### config.mk
export PLATFORM = sky130hd
export DESIGN_NAME = municao_player_flat
export DESIGN_NICKNAME = d
export VERILOG_FILES = /design/src/rtl/game_pkg.sv /design/src/rtl/municao_player_if.sv /design/src/rtl/sincroniza_botao.sv /design/src/rtl/municao_player.sv /design/src/flat_wrapper.sv
export SDC_FILE = /design/constraint.sdc
export NUM_CORES = 1
export LEC_CHECK = 0
export CELL_PAD_IN_SITES_DETAIL_PLACEMENT = 1
export CELL_PAD_IN_SITES_GLOBAL_PLACEMENT = 1
export CORE_MARGIN = 5
export CORE_UTILIZATION = 35
export DETAILED_ROUTE_END_ITERATION = 8
export MAX_ROUTING_LAYER = met4
export PLACE_DENSITY_LB_ADDON = 0.15
export SLEW_MARGIN = 20
export SYNTH_ARGS = -nofsm -noshare
export SYNTH_HDL_FRONTEND = slang
export SYNTH_SLANG_ARGS = --single-unit
### constraint.sdc
create_clock -name clk -period 2.1 [get_ports clk]
set_clock_uncertainty 0.2 [all_clocks]
set_input_delay 0.525 -clock clk [delete_from_list [all_inputs] [get_ports clk]]
set_output_delay 0.525 -clock clk [all_outputs]
set_load 0.03 [all_outputs]
### src/rtl/game_pkg.sv
// Shared game constants and bullet state encoding.
// Enemies and the VGA mux park on the same off-screen coordinate.
package game_pkg;

  localparam int SCREEN_W = 640;
  localparam int SCREEN_H = 480;
  localparam logic [9:0] PARK_POS = 10'd1023;

  typedef enum logic [1:0] {
    IDLE     = 2'd0,
    FLYING   = 2'd1,
    COOLDOWN = 2'd2
  } bala_t;

  function automatic logic [9:0] spawn_x(
    input logic [9:0] px,
    input logic [9:0] half_w
  );
    return px + half_w;
  endfunction

endpackage

### src/rtl/municao_player_if.sv
// Bullet bus between the player bullet and the enemy blocks.
// Enemies read the position and return their ORed hit pulse.
interface municao_player_if;

  logic [9:0] posX_municao;
  logic [9:0] posY_municao;
  logic       ativo;
  logic       colisao;

  modport master (
    output posX_municao,
    output posY_municao,
    output ativo,
    input  colisao
  );

  modport slave (
    input  posX_municao,
    input  posY_municao,
    input  ativo,
    output colisao
  );

endinterface

### src/rtl/sincroniza_botao.sv
// Two-flop synchroniser plus registered falling-edge one-shot
// for an active-low key.
module sincroniza_botao (
  input  logic clk,
  input  logic reset,
  input  logic btn_n,
  output logic press
);

  logic s1;
  logic s2;
  logic prev;
  logic v1;
  logic v2;
  logic arm;

  // a key held through reset must be released before it can fire
  always_ff @(posedge clk) begin
    if (!reset) begin
      s1    <= 1'b1;
      s2    <= 1'b1;
      prev  <= 1'b1;
      v1    <= 1'b0;
      v2    <= 1'b0;
      arm   <= 1'b0;
      press <= 1'b0;
    end else begin
      s1    <= btn_n;
      s2    <= s1;
      prev  <= s2;
      v1    <= 1'b1;
      v2    <= v1;
      arm   <= arm | (v2 & s2);
      press <= arm & prev & ~s2;
    end
  end

endmodule

### src/rtl/municao_player.sv
// Player bullet: fire key spawns one bullet that climbs the
// playfield, retires on hit or top exit, then cools down.
module municao_player
  import game_pkg::*;
#(
  parameter int unsigned STEP_DIV       = 250000,
  parameter int unsigned STEP_PIX       = 4,
  parameter int unsigned SPRITE_W       = 24,
  parameter int unsigned COOLDOWN_TICKS = 8,
  parameter logic [9:0]  PARK           = PARK_POS
) (
  input  logic                    clk,
  input  logic                    reset,
  input  logic                    btn_fire,
  input  logic [9:0]              posX_player,
  input  logic [9:0]              posY_player,
  municao_player_if.master        bus,
  output logic [7:0]              disparos,
  output logic [7:0]              acertos
);

  localparam int CW =
    (STEP_DIV > 1) ? $clog2(STEP_DIV) : 1;
  localparam int CDW =
    (COOLDOWN_TICKS > 0) ? $clog2(COOLDOWN_TICKS + 1) : 1;
  localparam logic [CW-1:0] CNT_LAST =
    CW'(STEP_DIV - 1);
  localparam logic [CDW-1:0] CD_END =
    CDW'(COOLDOWN_TICKS);
  localparam logic [CDW-1:0] CD_LAST =
    CDW'((COOLDOWN_TICKS > 0) ? COOLDOWN_TICKS - 1 : 0);
  localparam logic [9:0] DY     = 10'(STEP_PIX);
  localparam logic [9:0] HALF_W = 10'(SPRITE_W / 2);

  logic press;

  sincroniza_botao u_sync (
    .clk   (clk),
    .reset (reset),
    .btn_n (btn_fire),
    .press (press)
  );

  bala_t          estado;
  bala_t          estado_n;
  logic [CW-1:0]  cnt;
  logic [CW-1:0]  cnt_n;
  logic [CDW-1:0] cd_cnt;
  logic [CDW-1:0] cd_cnt_n;
  logic [9:0]     pos_x;
  logic [9:0]     pos_x_n;
  logic [9:0]     pos_y;
  logic [9:0]     pos_y_n;
  logic           ativo_q;
  logic           ativo_n;
  logic [7:0]     disp_n;
  logic [7:0]     hit_n;
  logic           tick;
  logic           cd_wrap;

  assign tick    = (cnt == CNT_LAST);
  assign cd_wrap = (COOLDOWN_TICKS > 0) && (cd_cnt == CD_LAST);

  always_ff @(posedge clk) begin
    if (!reset) begin
      estado   <= IDLE;
      cnt      <= '0;
      cd_cnt   <= '0;
      pos_x    <= PARK;
      pos_y    <= PARK;
      ativo_q  <= 1'b0;
      disparos <= '0;
      acertos  <= '0;
    end else begin
      estado   <= estado_n;
      cnt      <= cnt_n;
      cd_cnt   <= cd_cnt_n;
      pos_x    <= pos_x_n;
      pos_y    <= pos_y_n;
      ativo_q  <= ativo_n;
      disparos <= disp_n;
      acertos  <= hit_n;
    end
  end

  always_comb begin
    estado_n = estado;
    cnt_n    = tick ? '0 : cnt + 1'b1;
    cd_cnt_n = cd_cnt;
    pos_x_n  = pos_x;
    pos_y_n  = pos_y;
    ativo_n  = ativo_q;
    disp_n   = disparos;
    hit_n    = acertos;
    unique case (estado)
      IDLE: begin
        cnt_n = '0;
        if (press) begin
          estado_n = FLYING;
          pos_x_n  = spawn_x(posX_player, HALF_W);
          pos_y_n  = posY_player;
          ativo_n  = 1'b1;
          disp_n   = disparos + 1'b1;
        end
      end
      FLYING: begin
        if (bus.colisao) begin
          estado_n = COOLDOWN;
          pos_x_n  = PARK;
          pos_y_n  = PARK;
          ativo_n  = 1'b0;
          cd_cnt_n = '0;
          hit_n    = acertos + 1'b1;
        end else if (tick) begin
          if (pos_y < DY) begin
            estado_n = COOLDOWN;
            pos_x_n  = PARK;
            pos_y_n  = PARK;
            ativo_n  = 1'b0;
            cd_cnt_n = '0;
          end else begin
            pos_y_n = pos_y - DY;
          end
        end
      end
      COOLDOWN: begin
        if (cd_cnt == CD_END) begin
          estado_n = IDLE;
        end else if (tick) begin
          cd_cnt_n = cd_cnt + 1'b1;
          if (cd_wrap) begin
            estado_n = IDLE;
          end
        end
      end
      default: begin
        estado_n = IDLE;
      end
    endcase
  end

  assign bus.posX_municao = pos_x;
  assign bus.posY_municao = pos_y;
  assign bus.ativo        = ativo_q;

endmodule

### src/flat_wrapper.sv
// flat-port wrapper written by rule: the top's interface ports become plain ports
module municao_player_flat import game_pkg::*;
#(
  parameter int unsigned STEP_DIV       = 250000,
  parameter int unsigned STEP_PIX       = 4,
  parameter int unsigned SPRITE_W       = 24,
  parameter int unsigned COOLDOWN_TICKS = 8,
  parameter logic [9:0]  PARK           = PARK_POS
)
  (clk, reset, btn_fire, posX_player, posY_player, disparos, acertos, bus_posX_municao, bus_posY_municao, bus_ativo, bus_colisao);
  municao_player_if bus_i ();
  input  logic clk;
  input  logic reset;
  input  logic btn_fire;
  input  logic [9:0] posX_player;
  input  logic [9:0] posY_player;
  output logic [7:0] disparos;
  output logic [7:0] acertos;
  output wire logic [$bits(bus_i.posX_municao)-1:0] bus_posX_municao;
  output wire logic [$bits(bus_i.posY_municao)-1:0] bus_posY_municao;
  output wire logic [$bits(bus_i.ativo)-1:0] bus_ativo;
  input wire logic [$bits(bus_i.colisao)-1:0] bus_colisao;
  assign bus_posX_municao = bus_i.posX_municao;
  assign bus_posY_municao = bus_i.posY_municao;
  assign bus_ativo = bus_i.ativo;
  assign bus_i.colisao = bus_colisao;
  municao_player #(.STEP_DIV(STEP_DIV), .STEP_PIX(STEP_PIX), .SPRITE_W(SPRITE_W), .COOLDOWN_TICKS(COOLDOWN_TICKS), .PARK(PARK)) u_core (.clk(clk), .reset(reset), .btn_fire(btn_fire), .posX_player(posX_player), .posY_player(posY_player), .bus(bus_i), .disparos(disparos), .acertos(acertos));
endmodule
==> flow_summary.ini <==
[outcome]
outcome = complete, but fails checks
violations = negative setup slack

[cells_and_area]
antennaDiodeCount = 0
final_nets = 553
final_cell_mix = dfxtp_1, nor2_1, buf_4
layout.cells.non_filler = 651
syn_to_final_growth_pct = 48.7
final_common_cell = dfxtp_1
drive_gt1_share_pct = 22.6
post-route-util_pct = 53.4
nFillCells = 1121

[clock_tree]
clk_pin_slew_worst_paths_ns = 0.08
h-tree-depth = 3
cts_root_buf = clkbuf_8
cts_tree = yes
cts.sinks = 68
insertion_delay_ns = 0.35
clk_path_buf_depth = 2
numCtsBuffers = 9

[global_routing]
busiest_layer = met2
globalRouteTotalUtil_pct = 17.1
antenna_found_initial = 0
grt_max_degree = 19
gr-total-overflow = 0
grt.met1_usage_pct = 19.6
grt_pass1_wl_um = 15600
use_met2_pct = 28.9
gr-usage-met3_pct = 4.20
grt_pass1_vias = 3369

[yosys]
synthTopCellsByArea = dfxtp_1, nor2_1, xor2_1
ys_seq_area_share_pct = 41.0
synthArstFlopShare_pct = 0
synth_ff_type = dfxtp_1
syn_area_per_cell_sq_um = 8.35
synth_top_area_share_pct = 41.0
synth_edf_count = 0
yosys.area.top_type = dfxtp_1
synth_seq_cells = 68
synth.distinct_cells = 47
synth_warnings = 0
netlist_area_sq_um = 3320
synth_nets = 433
netlist_instances = 397

[route]
firstDrtPassIters = 4
routedWlPerCell_um = 14.9
via_per_inst = 5.06
dr.first_iter.drc_count = 40
final_antenna_net_count = 0
wl_um = 9690
num_vias = 3291
drc = 0

[power_and_ir_drop]
powerDensity_nw_per_um2 = 558
power_uw = 2750
ir_drop_uv = 285
p_leak_uw = 0.00192

[sta]
worst_pin_slew_ns = 0.379
rsz0062_at_grt = true
setup_slack_ns = -0.0143
fmax_mhz = 473
slew_headroom_pct = 74.5
setup_tns_ns = -0.0143
hold_violations = 0
drv_slew = 0
setup_viol = 1
period_minus_slack_ns = 2.11
timing.final.crit_share_pct = 101

[floorplan]
die_w_um = 107
dieArea_sq_um = 11500
die_y_um = 107
start_util_pct = 35.9
rows = 35
io_pins = 61
core-area_sq_um = 9240

[worst_setup_path]
regToRegEndpoint = u_core.cd_cnt[2]$_SDFFE_PN0P_
worstSetupPathType = reg2reg
start_kind = register
end_kind = register
worstPathRequired_ns = 2.14
cp_max_fo = 6
crit_arrival_ns = 2.16
rr_worst_depth = 7
rrSetupSlack_ns = -0.01
rr_startpoint = u_core.cnt[9]$_SDFF_PP0_

[worst_hold_path]
min_from = u_core.u_sync.s1$_SDFF_PN1_
hp-class = reg2reg
whs_path_depth = 1
holdPathEnd = u_core.u_sync.s2$_SDFF_PN1_

[place]
dp.cells = 628
portBuffers = 60
hpwl_um = 7120
routabilityCongestion = 0.857

[run]
maxCapViolCount = 0
-- synthesized netlist by cell type (2+ instances only) --
| cell | count |
|---|---|
| a21oi_1 | 13 |
| a31oi_1 | 6 |
| and2_1 | 3 |
| and3_1 | 3 |
| and3b_1 | 2 |
| buf_1 | 2 |
| buf_2 | 2 |
| clkbuf_1 | 11 |
| dfxtp_1 | 68 |
| ha_1 | 12 |
| inv_1 | 18 |
| mux2i_1 | 2 |
| nand2_1 | 29 |
| nand2b_1 | 14 |
| nand3_1 | 28 |
| nand3b_1 | 3 |
| nand4_1 | 9 |
| nor2_1 | 59 |
| nor3_1 | 12 |
| nor4_1 | 3 |
| o2111ai_1 | 3 |
| o211ai_1 | 6 |
| o21ai_0 | 14 |
| o221ai_1 | 5 |
| o22ai_1 | 8 |
| o311ai_0 | 2 |
| o311ai_1 | 2 |
| or3_1 | 4 |
| or4_1 | 5 |
| xnor2_1 | 14 |
| xor2_1 | 19 |
-- worst max-delay path by stage --
stage	startpoint	end	slack, ns	cells past startpoint
finish	u_core.cnt[9]$_SDFF_PP0_	u_core.cd_cnt[2]$_SDFFE_PN0P_	-0.01	7
global route	u_core.cnt[1]$_SDFF_PP0_	u_core.cd_cnt[2]$_SDFFE_PN0P_	-0.14	8
floorplan	u_core.bus.posY_municao[2]$_SDFFE_PN1P_	u_core.cd_cnt[0]$_SDFFE_PN0P_	-0.01	7
global placement	bus_colisao	u_core.cd_cnt[0]$_SDFFE_PN0P_	-0.18	6
detailed placement	bus_colisao	u_core.cd_cnt[0]$_SDFFE_PN0P_	-0.22	6
CTS	u_core.cnt[9]$_SDFF_PP0_	u_core.cd_cnt[2]$_SDFFE_PN0P_	-0.02	7
-- sequential cells by signal, indices dropped and copies added, names as in the netlist --
signal / cells
u_core.u_sync.v1: 1
u_core.disparos: 8
u_core.acertos: 8
u_core.bus.posX_municao: 10
u_core.u_sync.v2: 1
u_core.cnt: 18
u_core.u_sync.s1: 1
u_core.bus.posY_municao: 10
u_core.u_sync.prev: 1
u_core.u_sync.s2: 1
u_core.u_sync.arm: 1
u_core.estado: 2
u_core.cd_cnt: 4
u_core.bus.ativo: 1
u_core.u_sync.press: 1
-- kinds of logic after synthesis --
kind of cell / count (synthesis) / share of synthesized area [%]
buf+inv: 34 / 4.04
flops: 68 / 41.0
fa+ha+maj: 12 / 4.53
mux: 3 / 0.943
xor+xnor: 33 / 8.71
simple gates: 180 / 27.4
compound gates: 67 / 13.3
-- stage by stage --
step | worst slack (ns) | cell area [sq um] | hold WS, ns
floorplan | -0.0134 | 3360 | 0.186
global placement | -0.176 | 4500 | 0.191
detailed placement | -0.222 | 4500 | 0.203
CTS | -0.0187 | 4760 | 0.221
global route | -0.138 | 4930 | 0.241
finish | -0.0143 | 4930 | 0.213
-- area by class of cell --
type	count	area, sq um	area share, %
Clock inverter	5	81.3	1.65
Inverter	18	67.6	1.37
Tap cell	129	161	3.27
Timing Repair Buffer	125	1080	22.0
Multi-Input combinational cell	295	2000	40.6
Sequential cell	68	1380	27.9
Clock buffer	11	163	3.30
-- where the power goes --
part	leakage (uW)	switching, uW	internal (uW)
clock	0.000121	534	773
sequential	0.000552	4.51	1290
combinational	0.00124	69.4	76.7
-- routing by layer --
layer / share of wire (%) / vias up
met2: 51 / 49
li1: - / 1638
met5: 0 / -
met4: 1.3 / 0
met1: 44 / 1593
met3: 3.5 / 11
-- critical path, cell delays in order (launching register included) --
cell	delay (ns)
dfxtp_2	0.33
or4b_4	0.55
nor4_4	0.15
buf_6	0.17
buf_6	0.11
a31oi_4	0.07
and4_1	0.21
a211o_1	0.22
-- timing repair --
| action | CTS | global route |
|---|---|---|
| hold buffers | 0 | 0 |
| pin swaps | 3 | 16 |
| endpoints found under the setup margin | 55 | 27 |
| setup buffers | 3 | 4 |
| hold endpoints to repair | 0 | 0 |
| gates cloned | 0 | 0 |
| gates resized for setup | 44 | 37 |
Power figures use the tool's default switching activity.
